## src/rtl/lui_writeback_sequencer_if.sv

```systemverilog
// Writeback request, memory read and register-file write signals of the
// LUI writeback sequencer, bundled so the block and its environment share one bus.
interface lui_writeback_sequencer_if;
  logic        reqValid;
  logic        reqReady;
  logic [1:0]  reqType;
  logic [4:0]  reqDest;
  logic [15:0] reqImmediate;
  logic [31:0] reqAluResult;
  logic [31:0] reqAddress;
  logic        memRead;
  logic [31:0] memAddress;
  logic        memAck;
  logic [31:0] memoryData;
  logic        regWrite;
  logic [4:0]  regDest;
  logic [31:0] regData;
  logic        memError;
  logic        busy;

  // Sequencer side
  modport slave (
    input  reqValid, reqType, reqDest, reqImmediate, reqAluResult, reqAddress,
    input  memAck, memoryData,
    output reqReady, memRead, memAddress, regWrite, regDest, regData, memError, busy
  );

  // Decode/execute plus memory side
  modport master (
    output reqValid, reqType, reqDest, reqImmediate, reqAluResult, reqAddress,
    output memAck, memoryData,
    input  reqReady, memRead, memAddress, regWrite, regDest, regData, memError, busy
  );
endinterface

```

## src/rtl/lui_writeback_sequencer.sv

```systemverilog
// Register-file writeback sequencer: forwards ALU results, builds LUI words and
// fetches load data over a timed-out memory read handshake.
module lui_writeback_sequencer #(
  parameter int unsigned MEM_TIMEOUT = 15
) (
  input  logic                        clk,
  input  logic                        reset,
  lui_writeback_sequencer_if.slave    bus
);

  typedef enum logic [1:0] {
    IDLE     = 2'd0,
    MEM_WAIT = 2'd1,
    WRITE    = 2'd2
  } state_t;

  localparam logic [1:0] T_ALU  = 2'b00;
  localparam logic [1:0] T_LUI  = 2'b01;
  localparam logic [1:0] T_LOAD = 2'b10;
  localparam logic [7:0] CNT_LAST = 8'(MEM_TIMEOUT - 1);

  state_t      state;
  state_t      state_nxt;
  logic [7:0]  cnt;
  logic [31:0] mem_addr_p0;
  logic [4:0]  reg_dest_p0;
  logic [31:0] reg_data_p0;
  logic        mem_err_p0;
  logic        accept;
  logic        timeout_hit;

  function automatic logic [31:0] lui_word(input logic [15:0] imm);
    return {imm, 16'h0000};
  endfunction

  assign accept      = bus.reqValid && bus.reqReady;
  // Ack takes priority over a timeout landing on the same edge.
  assign timeout_hit = (state == MEM_WAIT) && !bus.memAck && (cnt == CNT_LAST);

  always_ff @(posedge clk or posedge reset) begin
    if (reset) state <= IDLE;
    else       state <= state_nxt;
  end

  always_comb begin
    state_nxt = state;
    unique case (state)
      IDLE, WRITE: begin
        state_nxt = IDLE;
        if (bus.reqValid) begin
          unique case (bus.reqType)
            T_ALU, T_LUI: state_nxt = WRITE;
            T_LOAD:       state_nxt = MEM_WAIT;
            default:      state_nxt = IDLE;
          endcase
        end
      end
      MEM_WAIT: begin
        if (bus.memAck)        state_nxt = WRITE;
        else if (timeout_hit)  state_nxt = IDLE;
      end
      default: state_nxt = IDLE;
    endcase
  end

  always_comb begin
    bus.reqReady = (state == IDLE) || (state == WRITE);
    bus.memRead  = (state == MEM_WAIT);
    bus.regWrite = (state == WRITE) && (reg_dest_p0 != 5'd0);
    bus.busy     = (state != IDLE);
  end

  // Stage p0: request/response capture
  always_ff @(posedge clk or posedge reset) begin
    if (reset) begin
      mem_addr_p0 <= '0;
      reg_dest_p0 <= '0;
      reg_data_p0 <= '0;
      mem_err_p0  <= 1'b0;
      cnt         <= '0;
    end else begin
      mem_err_p0 <= timeout_hit;
      if (accept) begin
        unique case (bus.reqType)
          T_ALU: begin
            reg_data_p0 <= bus.reqAluResult;
            reg_dest_p0 <= bus.reqDest;
          end
          T_LUI: begin
            reg_data_p0 <= lui_word(bus.reqImmediate);
            reg_dest_p0 <= bus.reqDest;
          end
          T_LOAD: begin
            mem_addr_p0 <= bus.reqAddress;
            reg_dest_p0 <= bus.reqDest;
            cnt         <= '0;
          end
          default: ;
        endcase
      end else if (state == MEM_WAIT) begin
        if (bus.memAck)       reg_data_p0 <= bus.memoryData;
        else if (!timeout_hit) cnt        <= cnt + 8'd1;
      end
    end
  end

  assign bus.memAddress = mem_addr_p0;
  assign bus.regDest    = reg_dest_p0;
  assign bus.regData    = reg_data_p0;
  assign bus.memError   = mem_err_p0;

endmodule

```

## src/flat_wrapper.sv

```systemverilog
// flat-port wrapper written by rule: the top's interface ports become plain ports
module lui_writeback_sequencer_flat 
#(
  parameter int unsigned MEM_TIMEOUT = 15
)
  (clk, reset, bus_reqValid, bus_reqType, bus_reqDest, bus_reqImmediate, bus_reqAluResult, bus_reqAddress, bus_memAck, bus_memoryData, bus_reqReady, bus_memRead, bus_memAddress, bus_regWrite, bus_regDest, bus_regData, bus_memError, bus_busy);
  lui_writeback_sequencer_if bus_i ();
  input  logic clk;
  input  logic reset;
  input wire logic [$bits(bus_i.reqValid)-1:0] bus_reqValid;
  input wire logic [$bits(bus_i.reqType)-1:0] bus_reqType;
  input wire logic [$bits(bus_i.reqDest)-1:0] bus_reqDest;
  input wire logic [$bits(bus_i.reqImmediate)-1:0] bus_reqImmediate;
  input wire logic [$bits(bus_i.reqAluResult)-1:0] bus_reqAluResult;
  input wire logic [$bits(bus_i.reqAddress)-1:0] bus_reqAddress;
  input wire logic [$bits(bus_i.memAck)-1:0] bus_memAck;
  input wire logic [$bits(bus_i.memoryData)-1:0] bus_memoryData;
  output wire logic [$bits(bus_i.reqReady)-1:0] bus_reqReady;
  output wire logic [$bits(bus_i.memRead)-1:0] bus_memRead;
  output wire logic [$bits(bus_i.memAddress)-1:0] bus_memAddress;
  output wire logic [$bits(bus_i.regWrite)-1:0] bus_regWrite;
  output wire logic [$bits(bus_i.regDest)-1:0] bus_regDest;
  output wire logic [$bits(bus_i.regData)-1:0] bus_regData;
  output wire logic [$bits(bus_i.memError)-1:0] bus_memError;
  output wire logic [$bits(bus_i.busy)-1:0] bus_busy;
  assign bus_i.reqValid = bus_reqValid;
  assign bus_i.reqType = bus_reqType;
  assign bus_i.reqDest = bus_reqDest;
  assign bus_i.reqImmediate = bus_reqImmediate;
  assign bus_i.reqAluResult = bus_reqAluResult;
  assign bus_i.reqAddress = bus_reqAddress;
  assign bus_i.memAck = bus_memAck;
  assign bus_i.memoryData = bus_memoryData;
  assign bus_reqReady = bus_i.reqReady;
  assign bus_memRead = bus_i.memRead;
  assign bus_memAddress = bus_i.memAddress;
  assign bus_regWrite = bus_i.regWrite;
  assign bus_regDest = bus_i.regDest;
  assign bus_regData = bus_i.regData;
  assign bus_memError = bus_i.memError;
  assign bus_busy = bus_i.busy;
  lui_writeback_sequencer #(.MEM_TIMEOUT(MEM_TIMEOUT)) u_core (.clk(clk), .reset(reset), .bus(bus_i));
endmodule
```

## config.mk

```make
export PLATFORM = sky130hd
export DESIGN_NAME = lui_writeback_sequencer_flat
export DESIGN_NICKNAME = d
export VERILOG_FILES = /design/src/rtl/lui_writeback_sequencer_if.sv /design/src/rtl/lui_writeback_sequencer.sv /design/src/flat_wrapper.sv
export SDC_FILE = /design/constraint.sdc
export NUM_CORES = 1
export LEC_CHECK = 0
export ABC_AREA = 1
export BUFFER_PORTS_ARGS = -buffer_cell sky130_fd_sc_hd__buf_4
export CAP_MARGIN = 20
export CORE_ASPECT_RATIO = 0.75
export CORE_MARGIN = 8
export CORE_UTILIZATION = 30
export CTS_BUF_LIST = sky130_fd_sc_hd__clkbuf_16
export DETAILED_ROUTE_END_ITERATION = 10
export GPL_ROUTABILITY_DRIVEN = 0
export GPL_TIMING_DRIVEN = 0
export PLACE_DENSITY = 0.61
export SYNTH_ARGS = -nofsm -noshare
export SYNTH_HDL_FRONTEND = slang
export SYNTH_SLANG_ARGS = --single-unit
```

## constraint.sdc

```tcl
create_clock -name clk -period 2.34 [get_ports clk]
set_input_delay 0.468 -clock clk [delete_from_list [all_inputs] [get_ports clk]]
set_output_delay 0.468 -clock clk [all_outputs]
set_load 0.01 [all_outputs]
```

==> impl_results.md, run 1 <==
* Netlist area before placement at 4010 um^2
* Worst hold-check path type: input pin to async pin
* Number of ports placed on the die boundary at 197
* Arr. time, crit path at 1.23 ns
* Final Hold Fails at 0
* Reg clk slew, reported paths at 0.06 ns
* Count of buffers from port buffering at 196
* Average cell area after synthesis at 7.82 um^2
* Instance count of the mapped netlist at 512
* Number of buffers created by CTS at 9
* Total wirelength of the detailed-routed design at 12800 um
* Switching portion of total power at 28.3%
* Area occupied by multi-input gates at 1530 um^2
* Count of instances resized after the clock tree is built at 0
* Final setup violation count at 0
* Startpoint of the worst setup timing path: u_core.bus.regDest[3]$_DFFE_PP0P_
* Total nets after synthesis at 637
* Clock Latency Late Sink at 0.33 ns
* Startpoint-to-endpoint class of the critical path: flop to output port
* Antenna violation net count after detailed routing at 0
* Clock root buffer: sky130_fd_sc_hd__clkbuf_16
* Share of the yosys chip area belonging to registers at 50.0%
* Yosys warns at 0
* CTS tree: done
* Final max-slew violation count at 0
* Sequential fraction of design power at 38.8%
* Largest net degree at the start of global routing at 41
* Transition at the pin with the smallest max-transition slack at 0.490 ns
* Congestion Overflow GR at 0
* Cell area after placement at 5730 um^2
* Fraction of layout instances using a drive strength above 1 at 34.4%
* Cell-internal power at 3340 uW
* Initial Util at 30.8%
* Launch point of the worst reg-to-reg path: u_core.cnt[0]$_DFFE_PP0P_
* TritonCTS Sinks at 80
* Maximum clock frequency at 588 MHz
* Wire length of the first global-routing pass at 20500 um
* Floorplan die width at 149 um
* Worst-path maximum fanout at 3
* Number of antenna violations at the first check in global routing at 0
* Drt initial violations at 243
* Drt drc at 0
* Worst rel slew slack at 67.3%
* Final period utilization at 72.7%
* All-layer global routing usage at 14.5%
* Cell area after layout at 6070 um^2
* DP Wirelength at 10400 um
* Number of diodes added for antenna fixing at 0
* Critical path required time at 1.87 ns
* Post-CTS setup-driven buffer insertion count at 0
* Setup repair after global routing missed its margin: no
* Mean routed wirelength per cell at 14.3 um
* PD cells at 767 nW/um^2
* Count of max-cap constraint violations at 0
* Worst Setup End Kind: output port
* Footprint of the flip-flops and latches at 2000 um^2
* Distinct cell type count after synthesis at 24
* Flip-flop and latch count after synthesis at 80
* Via count of the first global-routing pass at 4091
* NetSw at 1320 uW
* Synthesis-to-layout area growth at 51.6%
* Static power due to leakage at 0.00327 uW
* FILL cells at 1302
* Detailed-router iteration count before antenna repair at 4
* Number of nets in the final layout at 846
* Number of hold buffers added after cts at 0
* Height of the chip at 116 um
* Shortest clock period the worst path allows after layout at 1.70 ns
* Total via count in the routed design at 4000
* DR vias/cell at 4.46
* Number of core rows at 36
* Maximum clock path buffer count at 2
* Die Footprint at 17300 um^2
* TNS Setup at 0 ns
* Outcome: finished clean
* Critical Path Source Type: flop
* Power share of the combinational group at 27.1%
* Worst-case clock skew at 0.00433 ns
* Total number of H-tree levels at 3
* Peak supply drop at 0.409 mV
* Core Footprint at 13000 um^2
* Fraction of power consumed by the clock network at 34.1%
## cell usage after synthesis
cell type                  number  area, um^2
sky130_fd_sc_hd__buf_6          6        67.6
sky130_fd_sc_hd__buf_2         12        60.1
sky130_fd_sc_hd__dfrtp_1       80        2000
sky130_fd_sc_hd__nor2_2         2        12.5
sky130_fd_sc_hd__nor3_1         2        10.0
sky130_fd_sc_hd__nor3b_1        3        22.5
sky130_fd_sc_hd__o21ai_1       49         245
sky130_fd_sc_hd__inv_2          3        11.3
sky130_fd_sc_hd__nand3_2        1        10.0
sky130_fd_sc_hd__or2_2          1        6.26
sky130_fd_sc_hd__ha_1           2        25.0
sky130_fd_sc_hd__clkbuf_1       3        11.3
sky130_fd_sc_hd__o21bai_1       2        15.0
sky130_fd_sc_hd__nand3_1       45         225
sky130_fd_sc_hd__o21ai_0       21         105
sky130_fd_sc_hd__o21ai_2        3        26.3
sky130_fd_sc_hd__nand2_4        2        22.5
sky130_fd_sc_hd__o21a_1        16         120
sky130_fd_sc_hd__nor2_1        27         101
sky130_fd_sc_hd__inv_1         76         285
sky130_fd_sc_hd__nand2_1      149         559
sky130_fd_sc_hd__buf_4          5        37.5
sky130_fd_sc_hd__nand2_2        1        6.26
sky130_fd_sc_hd__nand3_4        1        17.5
## metal layers
metal  up-vias  track usage [%]  part of all wire [%]
li1       2015                -                     -
met2       110             22.8                    47
met5         -                0                     0
met4         0             3.96                   1.4
met1      1860             18.7                    45
met3        15             4.99                   6.7
## state kept, by name (all words and copies together), names as in the netlist
signal / flops
u_core.bus.regData: 32
u_core.state: 2
u_core.cnt: 8
u_core.bus.memError: 1
u_core.bus.regDest: 5
u_core.bus.memAddress: 32
## final timing paths
kind                                                    endpoint  slack (ns)  cells after the start
max                                                 bus_regWrite        0.64                      5
min                            u_core.bus.regData[0]$_DFFE_PP0P_        0.08                      2
max reg2reg                            u_core.cnt[5]$_DFFE_PP0P_        0.68                      7
min reg2reg                u_core.bus.memAddress[14]$_DFFE_PP0P_        0.49                      2
max in group asynchronous      u_core.bus.regDest[3]$_DFFE_PP0P_        1.75                      3
min in group clk            u_core.bus.memAddress[3]$_DFFE_PP0P_        0.38                      3
## metrics by stage
stage | hold WS (ns) | total power, uW | setup slack (ns) | instances | util (%)
after floorplan | 0.498 | 2370 | 0.950 | 512 | -
after CTS | 0.0754 | 4750 | 0.619 | 897 | 46.6
after detailed placement | 0.438 | 3120 | 0.707 | 881 | 44.1
final | 0.0842 | 4660 | 0.640 | 897 | 46.6
after global routing | 0.0802 | 4940 | 0.496 | 897 | 46.6
after global placement | 0.471 | 3080 | 0.322 | 879 | 43.7
## logic make-up (layout without fill, tap and decap cells)
kind of cell	count (synthesis)	count (layout)	synth area share (%)
AO/OA/AOI/OAI	91	91	12.8
adder cells (fa/ha/maj)	2	2	0.625
buffers and inverters	105	319	11.8
flip-flops	80	80	50.0
AND/OR/NAND/NOR	234	234	24.8
## layout make-up
type / count / area share (%)
repair buffers: 198 / 24.9
multi-input cells: 327 / 25.2
flip-flops and latches: 80 / 33.0
clock buffers: 9 / 3.71
well taps: 171 / 3.52
inverters: 79 / 4.95
plain buffers: 26 / 2.91
clock inverters: 7 / 1.83
## cells in the final DEF (no fill, tap or decap)
cell / netlist / routed
sky130_fd_sc_hd__clkbuf_1: 3 / 3
sky130_fd_sc_hd__nand3_2: 1 / 1
sky130_fd_sc_hd__buf_6: 6 / 6
sky130_fd_sc_hd__o21bai_1: 2 / 2
sky130_fd_sc_hd__nand3_4: 1 / 1
sky130_fd_sc_hd__nand3_1: 45 / 45
sky130_fd_sc_hd__clkbuf_16: 0 / 9
sky130_fd_sc_hd__clkinv_4: 0 / 1
sky130_fd_sc_hd__clkinv_1: 0 / 1
sky130_fd_sc_hd__inv_2: 3 / 3
sky130_fd_sc_hd__nand2_4: 2 / 2
sky130_fd_sc_hd__o21ai_2: 3 / 3
sky130_fd_sc_hd__clkinvlp_4: 0 / 1
sky130_fd_sc_hd__clkinv_2: 0 / 1
sky130_fd_sc_hd__o21ai_1: 49 / 49
sky130_fd_sc_hd__buf_12: 0 / 2
sky130_fd_sc_hd__o21a_1: 16 / 16
sky130_fd_sc_hd__nand2_1: 149 / 149
sky130_fd_sc_hd__or2_2: 1 / 1
sky130_fd_sc_hd__nand2_2: 1 / 1
sky130_fd_sc_hd__o21ai_0: 21 / 21
sky130_fd_sc_hd__nor2_2: 2 / 2
sky130_fd_sc_hd__inv_1: 76 / 76
sky130_fd_sc_hd__bufinv_16: 0 / 3
sky130_fd_sc_hd__nor2_1: 27 / 27
sky130_fd_sc_hd__buf_2: 12 / 12
sky130_fd_sc_hd__buf_4: 5 / 201
sky130_fd_sc_hd__nor3_1: 2 / 2
sky130_fd_sc_hd__nor3b_1: 3 / 3
sky130_fd_sc_hd__ha_1: 2 / 2
sky130_fd_sc_hd__dfrtp_1: 80 / 80
## power groups by stage
stage | registers, uW | clock network [uW] | logic, uW
after global placement | 1810 | 0 | 1260
after detailed placement | 1830 | 0 | 1290
final | 1810 | 1590 | 1260
after CTS | 1810 | 1650 | 1290
after global routing | 1840 | 1710 | 1390
after floorplan | 1930 | 0 | 446
## critical path, stage by stage (launching register included)
cell	delay [ns]
sky130_fd_sc_hd__dfrtp_1	0.39
sky130_fd_sc_hd__nor3_1	0.19
sky130_fd_sc_hd__nand2_1	0.07
sky130_fd_sc_hd__nand3_1	0.07
sky130_fd_sc_hd__inv_1	0.04
sky130_fd_sc_hd__buf_4	0.13
Note: power is estimated with default switching activity, not from simulation.
==> inputs of run 2 (changes only) <==
==> constraint.sdc (replaced) <==
create_clock -name clk -period 1.4 [get_ports clk]
set_input_delay 0.28 -clock clk [delete_from_list [all_inputs] [get_ports clk]]
set_output_delay 0.28 -clock clk [all_outputs]
set_load 0.01 [all_outputs]
==> impl_results.md, run 2 (synthesized netlist as in run 1, its figures left out) <==
* Outcome: complete, but fails checks
* Violated checks: setup timing
* Critical Path Source Type: flop
* Drt drc at 0 (unchanged)
* Via count of the first global-routing pass at 4154 (+1.5%)
* Initial Util at 30.8% (unchanged)
* PD cells at 1190 nW/um^2 (+55%)
* Detailed-router iteration count before antenna repair at 4 (unchanged)
* Top library cells by usage in the layout, fill and taps aside: 208 x sky130_fd_sc_hd__buf_4, 122 x sky130_fd_sc_hd__nand2_1, 77 x sky130_fd_sc_hd__dfrtp_1
* Setup repair after global routing missed its margin: yes
* Drt initial violations at 264 (+8.6%)
* Critical path buffer and inverter count at 2 (unchanged)
* Count of max-cap constraint violations at 0 (unchanged)
* Crit-path cells: nor3_2, nand2_1, nand3_1, inv_1, buf_6
* Worst rel slew slack at 70.3% (+3.0 points)
* Arr. time, crit path at 1.23 ns (about the same)
* Total number of H-tree levels at 3 (unchanged)
* Number of antenna violations at the first check in global routing at 0 (unchanged)
* Delay of the slowest cell on the worst path at 0.41 ns (+0.02 ns)
* Worst-path maximum fanout at 3 (unchanged)
* Antenna violation net count after detailed routing at 0 (unchanged)
* Mean routed wirelength per cell at 15.4 um (+7.4%)
* Worst Setup End Kind: output port
* Most common library cell in the layout ignoring fill and taps: sky130_fd_sc_hd__buf_4
* DR vias/cell at 4.54 (+1.7%)
* Congestion Overflow GR at 0 (unchanged)
* Maximum clock frequency at 663 MHz
* Final setup violation count at 40 (+40)
* Startpoint-to-endpoint class of the critical path: flop to output port
* Final Hold Fails at 0 (unchanged)
* Synthesis-to-layout area growth at 75.4%
* Number of core rows at 36 (unchanged)
* Final max-slew violation count at 0 (unchanged)
* Number of diodes added for antenna fixing at 0 (unchanged)
* Shortest clock period the worst path allows after layout at 1.51 ns
* Launch point of the worst reg-to-reg path: u_core.state[0]$_DFFE_PP0P_
* Transition at the pin with the smallest max-transition slack at 0.444 ns (-0.0460 ns)
* Slowest cell on the critical path: sky130_fd_sc_hd__dfrtp_1
* Worst hold-check path type: input pin to flop
* FILL cells at 1204 (-7.5%)
* Clock Latency Late Sink at 0.33 ns (about the same)
* Total via count in the routed design at 4227 (+5.7%)
* DP Wirelength at 10400 um (unchanged)
* Largest net degree at the start of global routing at 41 (unchanged)
* Hold Path Stages at 3
* Final worst-path setup slack at -0.109 ns (-0.749 ns)
* Worst reg-to-reg path cell count at 9 (+2)
* Cells after DPL at 881 (unchanged)
* TritonCTS Sinks at 80 (unchanged)
* Total wirelength of the detailed-routed design at 14300 um (+12%)
* Worst-case clock skew at 0.00500 ns (+0.000672 ns)
* Reg clk slew, reported paths at 0.06 ns (about the same)
* Count of buffers from port buffering at 196 (unchanged)
* Floorplan die width at 149 um (unchanged)
* Worst R2R End: u_core.state[1]$_DFFE_PP0P_
* Core Footprint at 13000 um^2 (unchanged)
* Register-to-register setup slack at -0.07 ns (-0.75 ns)
* Number of nets in the final layout at 881 (+4.1%)
* Static power due to leakage at 0.00363 uW (+11%)
* Wire length of the first global-routing pass at 20700 um (+0.91%)
* All-layer global routing usage at 14.7% (+0.13 points)
* Maximum clock path buffer count at 2 (unchanged)
* Largest delay contributor family on the critical path: flip-flops
* Layout Cells excl Fill at 932 (+3.9%)
* Hold path startpoint: bus_reqAddress[0]
* Die Footprint at 17300 um^2 (unchanged)
* Final period utilization at 108%
* CTS tree: done
* Critical path required time at 1.12 ns (-0.75 ns)
* End point of the worst hold path: u_core.bus.memAddress[0]$_DFFE_PP0P_
* Worst slack on hold paths at 0.187 ns (+0.102 ns)
* Clock root buffer: sky130_fd_sc_hd__clkbuf_16
* Height of the chip at 116 um (unchanged)
* Number of ports placed on the die boundary at 197 (unchanged)
* Number of buffers created by CTS at 9 (unchanged)
* Fraction of layout instances using a drive strength above 1 at 46.9% (+12 points)
* Peak supply drop at 0.640 mV (+57%)
-- run 2: how the worst max path moves through the flow --
stage,from,to,cells after the start
final,u_core.bus.regDest[2]$_DFFE_PP0P_,bus_regWrite,5
after global routing,u_core.bus.regDest[2]$_DFFE_PP0P_,bus_regWrite,5
after CTS,u_core.bus.regDest[4]$_DFFE_PP0P_,bus_regWrite,5
after detailed placement,u_core.cnt[0]$_DFFE_PP0P_,u_core.cnt[7]$_DFFE_PP0P_,7
after global placement,reset,u_core.bus.regData[25]$_DFFE_PP0P_,2
after floorplan,u_core.cnt[0]$_DFFE_PP0P_,u_core.cnt[4]$_DFFE_PP0P_,7
-- run 2: routing by layer --
metal | vias up | part of all wire (%) | global-route usage, %
li1 | 2092 | - | -
met1 | 2009 | 45 | 18.8
met2 | 111 | 47 | 23.2
met3 | 15 | 6.3 | 4.96
met4 | 0 | 1.3 | 3.96
met5 | - | 0 | 0
-- run 2: power by group --
group	switching [uW]	leakage, uW	total (uW)	internal (uW)
clock	946	0.000168	2680	1730
sequential	319	0.000986	3070	2750
combinational	1180	0.00248	2600	1420
-- run 2: cell type report --
type                       count  area, um^2  area share (%)
tap                          171         214            3.05
multi-input combinational    330        1900            27.1
inverter                      79         319            4.54
timing repair buffer         231        1950            27.8
clock buffer                   9         225            3.21
sequential                    80        2010            28.5
clock inverter                 7         111            1.59
buffer                        25         295            4.20
-- run 2: worst min-delay path, cell delays in order --
cell and delay [ns]:
sky130_fd_sc_hd__buf_4 0.10, sky130_fd_sc_hd__inv_1 0.04, sky130_fd_sc_hd__o21ai_1 0.06
-- run 2: through the flow --
stage / TNS (ns) / utilization [%] / total power (uW) / setup WS, ns / instance area (um^2)
4_1_cts: -0.166 / 47.3 / 7970 / -0.0904 / 6150
5_1_grt: -5.05 / 54.0 / 8830 / -0.188 / 7030
3_5_place_dp: -1.85 / 44.1 / 5210 / -0.233 / 5730
6_report: -1.36 / 54.0 / 8350 / -0.109 / 7030
3_3_place_gp: -35.45 / 43.7 / 5140 / -0.430 / 5690
2_1_floorplan: 0 / - / 3970 / 0.0101 / 4010
-- run 2: what timing repair did --
action,CTS,global route
hold buffers,1,0
resized for setup,7,164
endpoints found under the setup margin,23,78
pin swaps,3,25
endpoints found under the hold margin,8,0
buffers inserted,6,19
gates cloned,0,10
